File: src/rtl/hmmm_prog_loader.sv
// Serial program loader for the hmmm core: assembles address/word frames from
// pad-driven serial lines and writes them into core memory over valid/ready.
module hmmm_prog_loader #(
  parameter int ADDR_W      = 8,
  parameter int DATA_W      = 16,
  parameter int SYNC_STAGES = 2
) (
  input  logic              clk,
  input  logic              rst,
  input  logic              load_en_in,
  input  logic              sclk_in,
  input  logic              pgrm_addr_in,
  input  logic              pgrm_data_in,
  output logic              mem_valid,
  input  logic              mem_ready,
  output logic [ADDR_W-1:0] mem_addr,
  output logic [DATA_W-1:0] mem_wdata,
  output logic              cpu_hold,
  output logic              cpu_start,
  output logic [ADDR_W:0]   words_loaded,
  output logic              frame_err,
  output logic              overrun
);

  typedef enum logic [1:0] {IDLE, SHIFT, DRAIN} state_t;

  localparam logic [4:0]    LAST_BIT = 5'(DATA_W - 1);
  localparam logic [4:0]    ADDR_LIM = 5'(ADDR_W);
  localparam logic [ADDR_W:0] WL_MAX = {1'b1, {ADDR_W{1'b0}}};

  state_t state, state_nxt;

  logic [SYNC_STAGES-1:0] load_sync, sclk_sync, abit_sync, dbit_sync;
  logic load_s, sclk_s, abit_s, dbit_s;
  logic load_prev, sclk_prev;
  logic stb_p1, abit_p1, dbit_p1;
  logic load_rise;

  logic clear_all, drop_partial, shift_en;
  logic [4:0]        bit_cnt;
  logic [ADDR_W-1:0] addr_sr, addr_nxt;
  logic [DATA_W-1:0] data_sr, data_nxt;
  logic frame_done, xfer, accept;

  // Stage p0: pad synchronizers; all four lines share the same depth so the
  // data bits stay aligned with the synchronized serial clock.
  always_ff @(posedge clk or posedge rst) begin
    if (rst) begin
      load_sync <= '0;
      sclk_sync <= '0;
      abit_sync <= '0;
      dbit_sync <= '0;
    end else begin
      load_sync <= {load_sync[SYNC_STAGES-2:0], load_en_in};
      sclk_sync <= {sclk_sync[SYNC_STAGES-2:0], sclk_in};
      abit_sync <= {abit_sync[SYNC_STAGES-2:0], pgrm_addr_in};
      dbit_sync <= {dbit_sync[SYNC_STAGES-2:0], pgrm_data_in};
    end
  end

  assign load_s    = load_sync[SYNC_STAGES-1];
  assign sclk_s    = sclk_sync[SYNC_STAGES-1];
  assign abit_s    = abit_sync[SYNC_STAGES-1];
  assign dbit_s    = dbit_sync[SYNC_STAGES-1];
  assign load_rise = load_s & ~load_prev;

  // Stage p1: registered bit strobe with its address/data bits.
  always_ff @(posedge clk or posedge rst) begin
    if (rst) begin
      load_prev <= 1'b0;
      sclk_prev <= 1'b0;
      stb_p1    <= 1'b0;
      abit_p1   <= 1'b0;
      dbit_p1   <= 1'b0;
    end else begin
      load_prev <= load_s;
      sclk_prev <= sclk_s;
      stb_p1    <= sclk_s & ~sclk_prev;
      abit_p1   <= abit_s;
      dbit_p1   <= dbit_s;
    end
  end

  always_ff @(posedge clk or posedge rst) begin
    if (rst) state <= IDLE;
    else     state <= state_nxt;
  end

  always_comb begin
    state_nxt    = state;
    clear_all    = 1'b0;
    drop_partial = 1'b0;
    shift_en     = 1'b0;
    cpu_start    = 1'b0;
    unique case (state)
      IDLE: begin
        if (load_rise) begin
          state_nxt = SHIFT;
          clear_all = 1'b1;
        end
      end
      SHIFT: begin
        if (!load_s) begin
          state_nxt    = DRAIN;
          drop_partial = (bit_cnt != 5'd0);
        end else begin
          shift_en = stb_p1;
        end
      end
      DRAIN: begin
        if (!mem_valid) begin
          state_nxt = IDLE;
          cpu_start = 1'b1;
        end
      end
      default: state_nxt = IDLE;
    endcase
  end

  assign frame_done = shift_en && (bit_cnt == LAST_BIT);
  assign addr_nxt   = (bit_cnt < ADDR_LIM) ? {addr_sr[ADDR_W-2:0], abit_p1} : addr_sr;
  assign data_nxt   = {data_sr[DATA_W-2:0], dbit_p1};
  assign xfer       = mem_valid & mem_ready;
  // A finished frame may take the buffer if it is empty or emptying this cycle.
  assign accept     = frame_done & (~mem_valid | mem_ready);

  // Stage p2: frame assembly.
  always_ff @(posedge clk or posedge rst) begin
    if (rst) begin
      bit_cnt <= 5'd0;
      addr_sr <= '0;
      data_sr <= '0;
    end else if (clear_all || drop_partial) begin
      bit_cnt <= 5'd0;
    end else if (frame_done) begin
      bit_cnt <= 5'd0;
      addr_sr <= addr_nxt;
      data_sr <= data_nxt;
    end else if (shift_en) begin
      bit_cnt <= bit_cnt + 5'd1;
      addr_sr <= addr_nxt;
      data_sr <= data_nxt;
    end
  end

  // Stage p3: single-entry write buffer and status.
  always_ff @(posedge clk or posedge rst) begin
    if (rst) begin
      mem_valid <= 1'b0;
      mem_addr  <= '0;
      mem_wdata <= '0;
    end else if (accept) begin
      mem_valid <= 1'b1;
      mem_addr  <= addr_nxt;
      mem_wdata <= data_nxt;
    end else if (xfer) begin
      mem_valid <= 1'b0;
    end
  end

  always_ff @(posedge clk or posedge rst) begin
    if (rst) begin
      words_loaded <= '0;
      frame_err    <= 1'b0;
      overrun      <= 1'b0;
    end else if (clear_all) begin
      words_loaded <= '0;
      frame_err    <= 1'b0;
      overrun      <= 1'b0;
    end else begin
      if (xfer && (words_loaded != WL_MAX)) words_loaded <= words_loaded + 1'b1;
      if (drop_partial) frame_err <= 1'b1;
      if (frame_done && mem_valid && !mem_ready) overrun <= 1'b1;
    end
  end

  assign cpu_hold = (state != IDLE) || mem_valid;

endmodule
File: config.mk
export PLATFORM = sky130hd
export DESIGN_NAME = hmmm_prog_loader
export DESIGN_NICKNAME = d
export VERILOG_FILES = /design/src/rtl/hmmm_prog_loader.sv
export SDC_FILE = /design/constraint.sdc
export NUM_CORES = 1
export LEC_CHECK = 0
export ABC_AREA = 1
export CAP_MARGIN = 20
export CORE_MARGIN = 2
export CORE_UTILIZATION = 58
export CTS_CLUSTER_DIAMETER = 50
export CTS_CLUSTER_SIZE = 28
export DETAILED_ROUTE_END_ITERATION = 10
export HOLD_SLACK_MARGIN = 0.06
export PLACE_DENSITY = 0.84
export SLEW_MARGIN = 0
export SYNTH_ARGS = -nofsm -noshare
export SYNTH_HDL_FRONTEND = slang
export SYNTH_SLANG_ARGS = --single-unit
File: constraint.sdc
create_clock -name clk -period 5.9 [get_ports clk]
set_input_delay 1.18 -clock clk [delete_from_list [all_inputs] [get_ports clk]]
set_output_delay 1.18 -clock clk [all_outputs]
set_load 0.005 [all_outputs]
Word level (Yosys, flattened, before mapping):

Cells that the tools add are included.

* register bits: 79
* bits of input ports: 7
* output and inout port bits: 38
* logic and storage cells: 84

* add/sub/neg operators: 2
* $lt $le $gt $ge: 1
* equality and inequality tests: 7
* muxes and demuxes: 28
* bitwise logic cells: 9
* reductions and logical operators: 18

Operators with widths (number)
* 2-to-1 mux 15 bit: 2
* 2-to-1 mux 8 bit: 3
* 2-to-1 mux 9 bit: 2
* 2-to-1 mux 5 bit: 3
* 2-to-1 mux 1 bit: 14
* nonzero test 2 bit: 6
* adder 9 x 1 -> 9 bit, second input constant: 1
* inequality test 9 bit, second input constant: 1
* 2-to-1 mux 2 bit: 3
* inequality test 2 bit, second input constant: 3
* one-hot mux 2 bit (3 select lines): 1
* adder 5 x 1 -> 5 bit, second input constant: 1
* equality test 5 x 4 -> 1 bit, second input constant: 1
* less-than comparator 5 x 4 -> 1 bit, second input constant: 1
* nonzero test 5 bit: 1
* AND 1 bit: 4
* logical AND 1 bit: 4
* inverter 1 bit: 4
* AND reduction 3 bit: 1
* nonzero test 3 bit: 1
* equality test 2 x 1 -> 1 bit, second input constant: 1
* equality test 2 bit, second input constant: 1
* zero test 2 bit: 1
* logical OR 1 bit: 2
* other kinds (3): 3

Depth between registers and ports, before layout:

Gate-level depths: netlist (run 1).

* word-level depth: 7
* mapped depth: 10
* depth with buffers taken out: 10

Worst setup path after synthesis (run 1):

OpenSTA, ideal clock, no wires.

* path kind: input to register
* start: input port mem_ready
* end: register mem_addr[6]
* arrival time: 1873 ps
* data required time: 5824 ps
* setup slack: 3951 ps
* stages on the path: 6
* path buffers: 2
* cell sequence: or2_4 > nand3_4 > buf_6 > buf_6 > nand2_1 > o21ai_1

* cells in the longest elaborated chain, start to end: 2

RTL lines
* start, declared: line 15 `input logic mem_ready,`
* bitwise OR 1 bit: line 125 `assign accept = frame_done & (~mem_valid | mem_ready);`
* AND 1 bit: line 125
* end signal, assigned: line 154 `mem_addr <= addr_nxt;`
* end, declared: line 16 `output logic [ADDR_W-1:0] mem_addr,`

Every way passes these cells.
A chain may end at the register's enable or synchronous reset.

Final worst setup path (run 1):

* start: register state[0]
* end: output port cpu_start

* cells in the longest elaborated chain, start to end: 2

RTL lines
* start, declared: line 31 `state_t state, state_nxt;`
* start signal, assigned: line 86 `else state <= state_nxt;`
* equality test 2 bit: line 95 `unique case (state)`
* 2-to-1 mux 1 bit: line 95
* end, declared: line 19 `output logic cpu_start,`

Every way passes these cells.

==> impl_summary.md, run 1 <==
Run status
The run finished with clean final reports.

Flow run
Max-cap violations in this run came to 0.

Synth
The number of enable-type register cells in the synthesized netlist is 0. Yosys printed 0 warnings. The netlist uses 29 different library cells. The number of nets in the synthesized netlist is 363. The flip-flop cell with the highest count after synthesis is dfrtp_1. The count of mapped cells out of synthesis is between 300 and 400.

The post-synthesis sequential area ratio is approximately three fifths. Averaged over all synthesized cells, the footprint is 9.31 sq um. After synthesis, the share of flip-flops with an asynchronous set or reset is 100%. The post-synthesis instance area is 3280 sq um.

Synthesis inferred 79 register bits.

CTS
Buffers inserted during clock tree synthesis total 9. At the later pin of the worst-skew pair, clock insertion delay measures 0.35 ns. CTS built an H-tree with a depth of 3. The clock passes through at most 2 buffers. The total of hold buffers inserted after clock tree synthesis is 0. After clock tree synthesis, the repair step resized 0 gates. The total setup buffers inserted after CTS is 0. The number of sinks on the clock net is 79.

The clock tree from TritonCTS is yes. The clock transition time at the flip-flop clock pins of the worst setup and hold paths is 0.07 ns. The root cell of the clock tree is clkbuf_8.

Floorplanning
Once the floorplan was initialized, standard cells occupied 59.9% of the core. The core region is 5470 sq um. In this run the vertical extent of the chip is a little under 80 um. The area enclosed by the die boundary is 6270 sq um. The floorplan has 27 rows. The top-level I/O count is 45.

The floorplan die width is 79.2 um.

Placement
The HPWL after detailed placement is 4.08 mm. In this run the cell area measured after placement is 3740 sq um. OpenSTA, run right after detailed placement, puts the worst setup slack at ~3.2 ns. The routability congestion estimate from global placement is 0.867. The count of buffers inserted at the top-level ports is 44.

Cells and area
The design area is 3940 sq um. The footprint of the multi-input gates is about 1100 sq um. The number of antenna diodes in the final layout is 0. The most common cell after layout, fill and taps aside is nand2_1. The library cells used most frequently in the layout, excluding fill and tap cells, are 96 x nand2_1, 79 x dfrtp_1, 44 x clkdlybuf4s50_1. In the final design database the tool counted 407 nets. The area taken by flip-flops and latches is 1980 sq um.

Measured on the finished design, the core utilization comes to 72.0%. The share of cells above drive strength 1 is 8.25%. The layout has 421 filler cells.

The area added between synthesis and finish is 20.2%.

Critical path
The critical register-to-register path startpoint is state[1]$_DFFE_PP0P_. The number of buffers and inverters on the critical path is 2. The count of cell instances traversed by the critical path is 4. The peak per-stage delay on the critical path is 0.51 ns.

The start-to-end type of the worst setup path is register to output port. The worst-case register-to-register setup slack is 3.93 ns. The slowest library cell on the worst path is clkdlybuf4s50_1. The signal on the critical path passes through inv_1 -> nand2_1 -> nor2_1 -> clkdlybuf4s50_1. The required time reported for the critical path endpoint is 4.72 ns. The signal arrival time at the worst endpoint is about 1.5 ns. Along the worst path, the maximum fanout reaches 2. The endpoint of the worst register-to-register path is mem_wdata[11]$_DFFE_PP0P_.

STA classifies the critical path startpoint as a register. The category of cells accounting for the largest share of critical-path delay is buffers and inverters. The kind of end point of the critical path is an output port. The number of cells on the worst reg-to-reg path is 5.

Timing
The final count of pins violating max slew came to 0. The tightest hold margin is 0.349 ns. The final clock skew is 0.00755 ns.

Headroom to the max-slew limit came out at 53.6%. The final critical path takes up 45.5% of the cycle. The highest achievable clock rate is 373 MHz. At the pin with the least slew margin, the transition time is 0.695 ns. Setup repair after global routing left no endpoint under its margin. The final worst slack is 3.22 ns.

The number of hold-slack violations in the final timing report is 0. Summed over all failing endpoints, the final setup total negative slack is 0 ns. The number of setup violations in the final report is 0. The clock period minus final worst setup slack is 2.68 ns.

Drt
The detailed-route wire length per cell is between 10 and 15 um. The total via count after detailed routing is 2419. The detail route stage leaves a number of antenna-violating nets equal to 0. The first routing iteration left 123 violations.

In the routed layout, each cell is associated on average with a via count of 5.13. After detailed routing, the total wire length is 5.89 mm. For this run, design rule violations remaining after detail routing come to 0.

The number of iterations in the first detailed-routing pass is 5.

Global routing
The global routing usage summed across all routing layers is 21.7%. The number of global-route vias before repair is 2320. The first global-routing pass estimated 10.4 mm of wire. Entering global routing, the biggest net connects 50 pins. The total congestion overflow after global routing is 0. The initial antenna violation count is 0.

Power
The cell-internal power is 0.804 mW. The power density over cell area is 266 nW/um^2. In this run the static leakage power is 1.85 nW. Net switching is 23.2% of the power. In this run, the clock network consumes 38.2% of the power. The logic gate share of total power is 6.6%.

The worst supply voltage drop on vdd is 0.158 mV. In this run the power spent charging and discharging nets is 0.243 mW. The sequential cell fraction of total power is 55.2%.

Hold path
Along the worst hold path, the cell count comes to 0. The startpoint of the lowest-slack hold path is dbit_sync[0]$_DFF_PP0_. The worst hold path terminates at dbit_sync[1]$_DFF_PP0_. The class of the worst hold path is register to register.
==> power groups by stage <==
stage | logic, mW | registers [mW] | clock network, mW
2_1_floorplan | 0.0486 | 0.585 | 0
3_3_place_gp | 0.0678 | 0.587 | 0
3_5_place_dp | 0.0711 | 0.588 | 0
4_1_cts | 0.0713 | 0.578 | 0.406
5_1_grt | 0.0808 | 0.581 | 0.432
6_report | 0.0693 | 0.578 | 0.400
==> how the worst max path moves through the flow <==
stage                             end  slack, ns                 start
2_1_floorplan       abit_p1$_DFF_PP0_       2.70                   rst
3_3_place_gp   bit_cnt[3]$_DFFE_PP0P_       3.20                   rst
3_5_place_dp   bit_cnt[0]$_DFFE_PP0P_       3.18                   rst
4_1_cts                     cpu_start       3.19  state[0]$_DFFE_PP0P_
5_1_grt                     cpu_start       3.17  state[0]$_DFFE_PP0P_
6_report                    cpu_start       3.22  state[0]$_DFFE_PP0P_
==> cell usage after synthesis, types with 2 or more instances <==
| cell type | n | share of area, % |
|---|---|---|
| dfrtp_1 | 79 | 60 |
| nor2_2 | 4 | 0.76 |
| o21ai_1 | 5 | 0.76 |
| o21ai_2 | 5 | 1.3 |
| ha_1 | 4 | 1.5 |
| a21oi_1 | 6 | 0.92 |
| nand2_1 | 96 | 11 |
| o21ai_0 | 42 | 6.4 |
| buf_6 | 2 | 0.69 |
| nor3_1 | 2 | 0.31 |
| inv_1 | 39 | 4.5 |
| nand4_1 | 9 | 1.7 |
| xor2_1 | 2 | 0.53 |
| clkbuf_1 | 2 | 0.23 |
| inv_2 | 2 | 0.23 |
| buf_2 | 6 | 0.92 |
| nor2_1 | 24 | 2.7 |
| nand3_1 | 12 | 1.8 |
==> routing by layer <==
metal	wire (um)	vias to the layer above	part of all wire [%]	track usage, %
met5	0	-	0	0
met4	125	0	2.1	9.48
met3	210	12	3.6	5.45
met2	2890	45	49	33.9
met1	2670	1160	45	28.9
li1	-	1202	-	-
==> metrics by stage <==
stage | cells | total power, mW
6_report | 472 | 1.05
5_1_grt | 472 | 1.09
3_5_place_dp | 457 | 0.659
2_1_floorplan | 352 | 0.633
3_3_place_gp | 457 | 0.655
4_1_cts | 472 | 1.06
==> logic make-up after synthesis <==
kind of cell	count (synthesis)	share of synthesized area, %
simple gates	154	20.8
flops	79	60.3
compound gates	59	9.62
buf+inv	53	6.91
fa+ha+maj	4	1.53
xor+xnor	3	0.802
==> registers in the layout, summed over array words and instances, names as in the netlist, 2 cells and up <==
| name | cells |
|---|---|
| dbit_sync | 2 |
| load_sync | 2 |
| mem_wdata | 16 |
| state | 2 |
| mem_addr | 8 |
| data_sr | 15 |
| bit_cnt | 5 |
| words_loaded | 9 |
| abit_sync | 2 |
| addr_sr | 8 |
| sclk_sync | 2 |
==> worst reg2reg max path: stages, from the launching register on <==
cell and delay, ns:
dfrtp_1 0.41, nor2_2 0.16, inv_2 0.09, nor2_8 0.33
nand3_4 0.48, o21ai_0 0.41
==> area by class of cell <==
type / instances / share of cell area [%]
inverter: 41 / 3.90
sequential: 79 / 50.2
clock buffer: 12 / 3.94
clock inverter: 3 / 1.08
tap: 72 / 2.29
timing repair buffer: 45 / 11.4
multi-input combinational: 220 / 27.3
No activity file was read; power rests on OpenSTA's default activity.
==> inputs of run 2 (changes only) <==
--- a/config.mk
+++ b/config.mk
@@ -8,12 +8,12 @@
 export ABC_AREA = 1
 export CAP_MARGIN = 20
 export CORE_MARGIN = 2
-export CORE_UTILIZATION = 58
+export CORE_UTILIZATION = 49
 export CTS_CLUSTER_DIAMETER = 50
 export CTS_CLUSTER_SIZE = 28
 export DETAILED_ROUTE_END_ITERATION = 10
 export HOLD_SLACK_MARGIN = 0.06
-export PLACE_DENSITY = 0.84
+export PLACE_DENSITY = 0.75
 export SLEW_MARGIN = 0
 export SYNTH_ARGS = -nofsm -noshare
 export SYNTH_HDL_FRONTEND = slang
==> constraint.sdc (replaced) <==
create_clock -name clk -period 2.17 [get_ports clk]
set_input_delay 0.434 -clock clk [delete_from_list [all_inputs] [get_ports clk]]
set_output_delay 0.434 -clock clk [all_outputs]
set_load 0.005 [all_outputs]
==> impl_summary.md, run 2 (synthesized netlist as in run 1, its figures left out) <==
Drt
The number of iterations in the first detailed-routing pass came to 7 (+2). The initial DRC count is 122 (-0.81%). The detailed-route wire length per cell was 12.4 um (-0.59%). The via density per instance is 4.96 (-3.2%). The total via count after detailed routing is 2395 (-0.99%). The sum of routed wire length over all layers is 5.99 mm (+1.7%). The number of remaining DRC errors is 2 (+2). The number of nets still failing antenna checks after routing was 0 (unchanged).

CTS
The clock tree buffer depth was 2 (unchanged). The total setup buffers inserted after CTS was 0 (unchanged). The total of hold buffers inserted after clock tree synthesis was 0 (unchanged).

The post-cts sizing count was 0 (unchanged). The number of sinks on the clock net came to 79 (unchanged). The number of buffers inserted during clock tree synthesis was 9 (unchanged). The clock tree from TritonCTS is yes. The clock latency on the worst-skew pair is 0.34 ns (about the same). The cell sitting at the root of the clock tree is a clkbuf_8. The clock transition time at the flip-flop clock pins of the worst setup and hold paths is 0.08 ns (about the same). The H-tree depth was 3 (unchanged).

Placement
The routability congestion estimate from global placement is 0.855 (-1.4%). The count of buffers inserted at the top-level ports is 44 (unchanged). The number of cells in the design after placement is 467 (+2.2%).

The total half-perimeter wirelength after legalization and detailed placement was 4.11 mm (+0.83%).

Critical path
The critical-path maximum fanout came to 2 (unchanged). Tracing the worst setup path back leads to its startpoint at state[0]$_DFFE_PP0P_. The critical path is of the register to output port type. STA classifies the critical path startpoint as a register.

The worst-case register-to-register setup slack is 0.39 ns (-3.54 ns). The end point of the critical path is cpu_start. The endpoint of the worst register-to-register path is mem_wdata[11]$_DFFE_PP0P_. The length in cells of the worst reg-to-reg path was 5 (unchanged). The worst register-to-register path begins at bit_cnt[1]$_DFFE_PP0P_. The worst setup path is captured at an output port. The required time reported for the critical path endpoint is 1.74 ns (-2.98 ns). The signal arrival time at the worst endpoint was 1.51 ns (about the same).

Global routing
The global routing usage summed across all routing layers came to 18.1% (-3.5 points). The global routing stage identified its most utilized layer as met2. The global routing met1 resource utilization is 23.2% (-5.7 points). The pin count of the biggest net entering global routing is 50 (unchanged). The fraction of met3 tracks used by global routing was 3.37% (-2.1 points). The met2 layer usage reported by global route is 29.6% (-4.3 points). The number of global-route vias before repair is 2377 (+2.5%). The initial antenna violation count is 0 (unchanged).

The total congestion overflow after global routing is 0 (unchanged). The global-route wire length before repair is 10.5 mm (+0.73%).

Run status
The checks that failed: design-rule violations. The run finished, with violations left.

Cells and area
The non-filler instance count after layout is 483 (+2.3%). The number of inserted diodes was 0 (unchanged). In the layout the commonest cells are 96 x nand2_1, 79 x dfrtp_1, 44 x clkdlybuf4s50_1. From synthesis to final layout, the design area changed by 22.6%. The number of flip-flops in the largest register is 16 (unchanged). The register with the highest flop count is mem_wdata. The final layout net count is 412 (+1.2%). In the final layout, the registers with the most flip-flops are mem_wdata: 16 flops, data_sr: 15 flops, words_loaded: 9 flops. The most common cell after layout, fill and taps aside is nand2_1. The utilization of the core after routing is 62.6% (-9.5 points). The share of cells above drive strength 1 was 9.36% (+1.1 points).

Timing
The ratio of final minimum period to clock period is 89.7%. The final clock skew came to 0.00720 ns (-0.000347 ns). The number of hold-slack violations in the final timing report is 0 (unchanged). The highest achievable clock rate is 514 MHz. The pin slew with the least headroom to its limit is 0.582 ns (-0.113 ns). The final count of pins violating max slew was 0 (unchanged).

Setup repair after global routing left no endpoint under its margin. The number of setup violations in the final report is 0 (unchanged). The relative slew slack is 61.2% (+7.5 points). The setup TNS after final layout is 0 ns (unchanged). Subtracting the final worst setup slack from the clock period gives 1.95 ns.

Floorplanning
The area enclosed by the die boundary came to 7360 sq um (+17%). The placeable core area was 6420 sq um (+17%). The top-level I/O count came to 45 (unchanged). The number of placement rows was 29 (+7.4%). The vertical die dimension was 85.8 um (+8.3%). The floorplan die width was 85.8 um (+8.3%). The initial core utilization is 51.0% (-8.9 points).

Flow run
The number of maximum-capacitance constraint violations is 0 (unchanged).

Power
The power density over cell area is 731 nW/um^2 (+180%). The worst supply voltage drop on vdd came to 0.503 mV (+220%). The leakage power figure is 1.88 nW (+1.9%).

Hold path
The class of the worst hold path is register to register.
-- run 2: changes by cell type in the layout (fill, tap and decap cells not counted) --
cell / before / now
buf_12: 0 / 1
buf_4: 1 / 5
bufinv_16: 1 / 2
clkbuf_1: 1 / 2
clkbuf_8: 11 / 9
clkinv_4: 0 / 2
inv_2: 3 / 2
-- run 2: final cells by class --
type                            count  area (sq um)
Tap cell                           77          96.3
Inverter                           41           158
Fill cell                         543          2400
Clock buffer                       11           131
Multi-Input combinational cell    220          1070
Timing Repair Buffer               50           498
Sequential cell                    79          1980
Clock inverter                      5          82.6
-- run 2: through the flow --
step           total power [mW]  setup WS [ns]  hold slack [ns]  instance area [sq um]
6_report                   2.94          0.225            0.349                   4020
5_1_grt                    3.07          0.168            0.354                   4020
4_1_cts                    2.98          0.219            0.352                   4020
3_5_place_dp               1.80          0.215            0.335                   3800
3_3_place_gp               1.79          0.269            0.334                   3800
2_1_floorplan              1.72          0.765            0.331                   3280
-- run 2: critical path, stage by stage (launching register included) --
cell and delay (ns):
dfrtp_1 0.38, inv_1 0.09, nand2_1 0.09, nor2_1 0.10
clkdlybuf4s50_1 0.51
-- run 2: per-layer routing --
layer,vias to the layer above,share of wire (%)
met3,9,2.4
met1,1128,46
met4,0,1.9
met2,48,49
met5,-,0
li1,1210,-
-- run 2: how the worst min path moves through the flow --
stage	cells past startpoint	start	slack, ns	endpoint
floorplan	0	abit_sync[1]$_DFF_PP0_	0.33	abit_p1$_DFF_PP0_
global placement	0	abit_sync[0]$_DFF_PP0_	0.33	abit_sync[1]$_DFF_PP0_
detailed placement	0	dbit_sync[0]$_DFF_PP0_	0.33	dbit_sync[1]$_DFF_PP0_
CTS	0	dbit_sync[0]$_DFF_PP0_	0.35	dbit_sync[1]$_DFF_PP0_
global route	0	dbit_sync[0]$_DFF_PP0_	0.35	dbit_sync[1]$_DFF_PP0_
finish	0	dbit_sync[0]$_DFF_PP0_	0.35	dbit_sync[1]$_DFF_PP0_
-- run 2: power by group --
group          leakage (nW)  switching (mW)  internal, mW
combinational         0.709           0.127        0.0732
clock                 0.107           0.518         0.651
sequential             1.07          0.0360          1.53
==> inputs of run 3 (changes only) <==
--- a/config.mk
+++ b/config.mk
@@ -14,7 +14,6 @@
 export DETAILED_ROUTE_END_ITERATION = 10
 export HOLD_SLACK_MARGIN = 0.06
 export PLACE_DENSITY = 0.75
-export SLEW_MARGIN = 0
 export SYNTH_ARGS = -nofsm -noshare
 export SYNTH_HDL_FRONTEND = slang
 export SYNTH_SLANG_ARGS = --single-unit
==> results of run 3 <==
The final DEF is identical to that of run 2; final timing and power are the same.
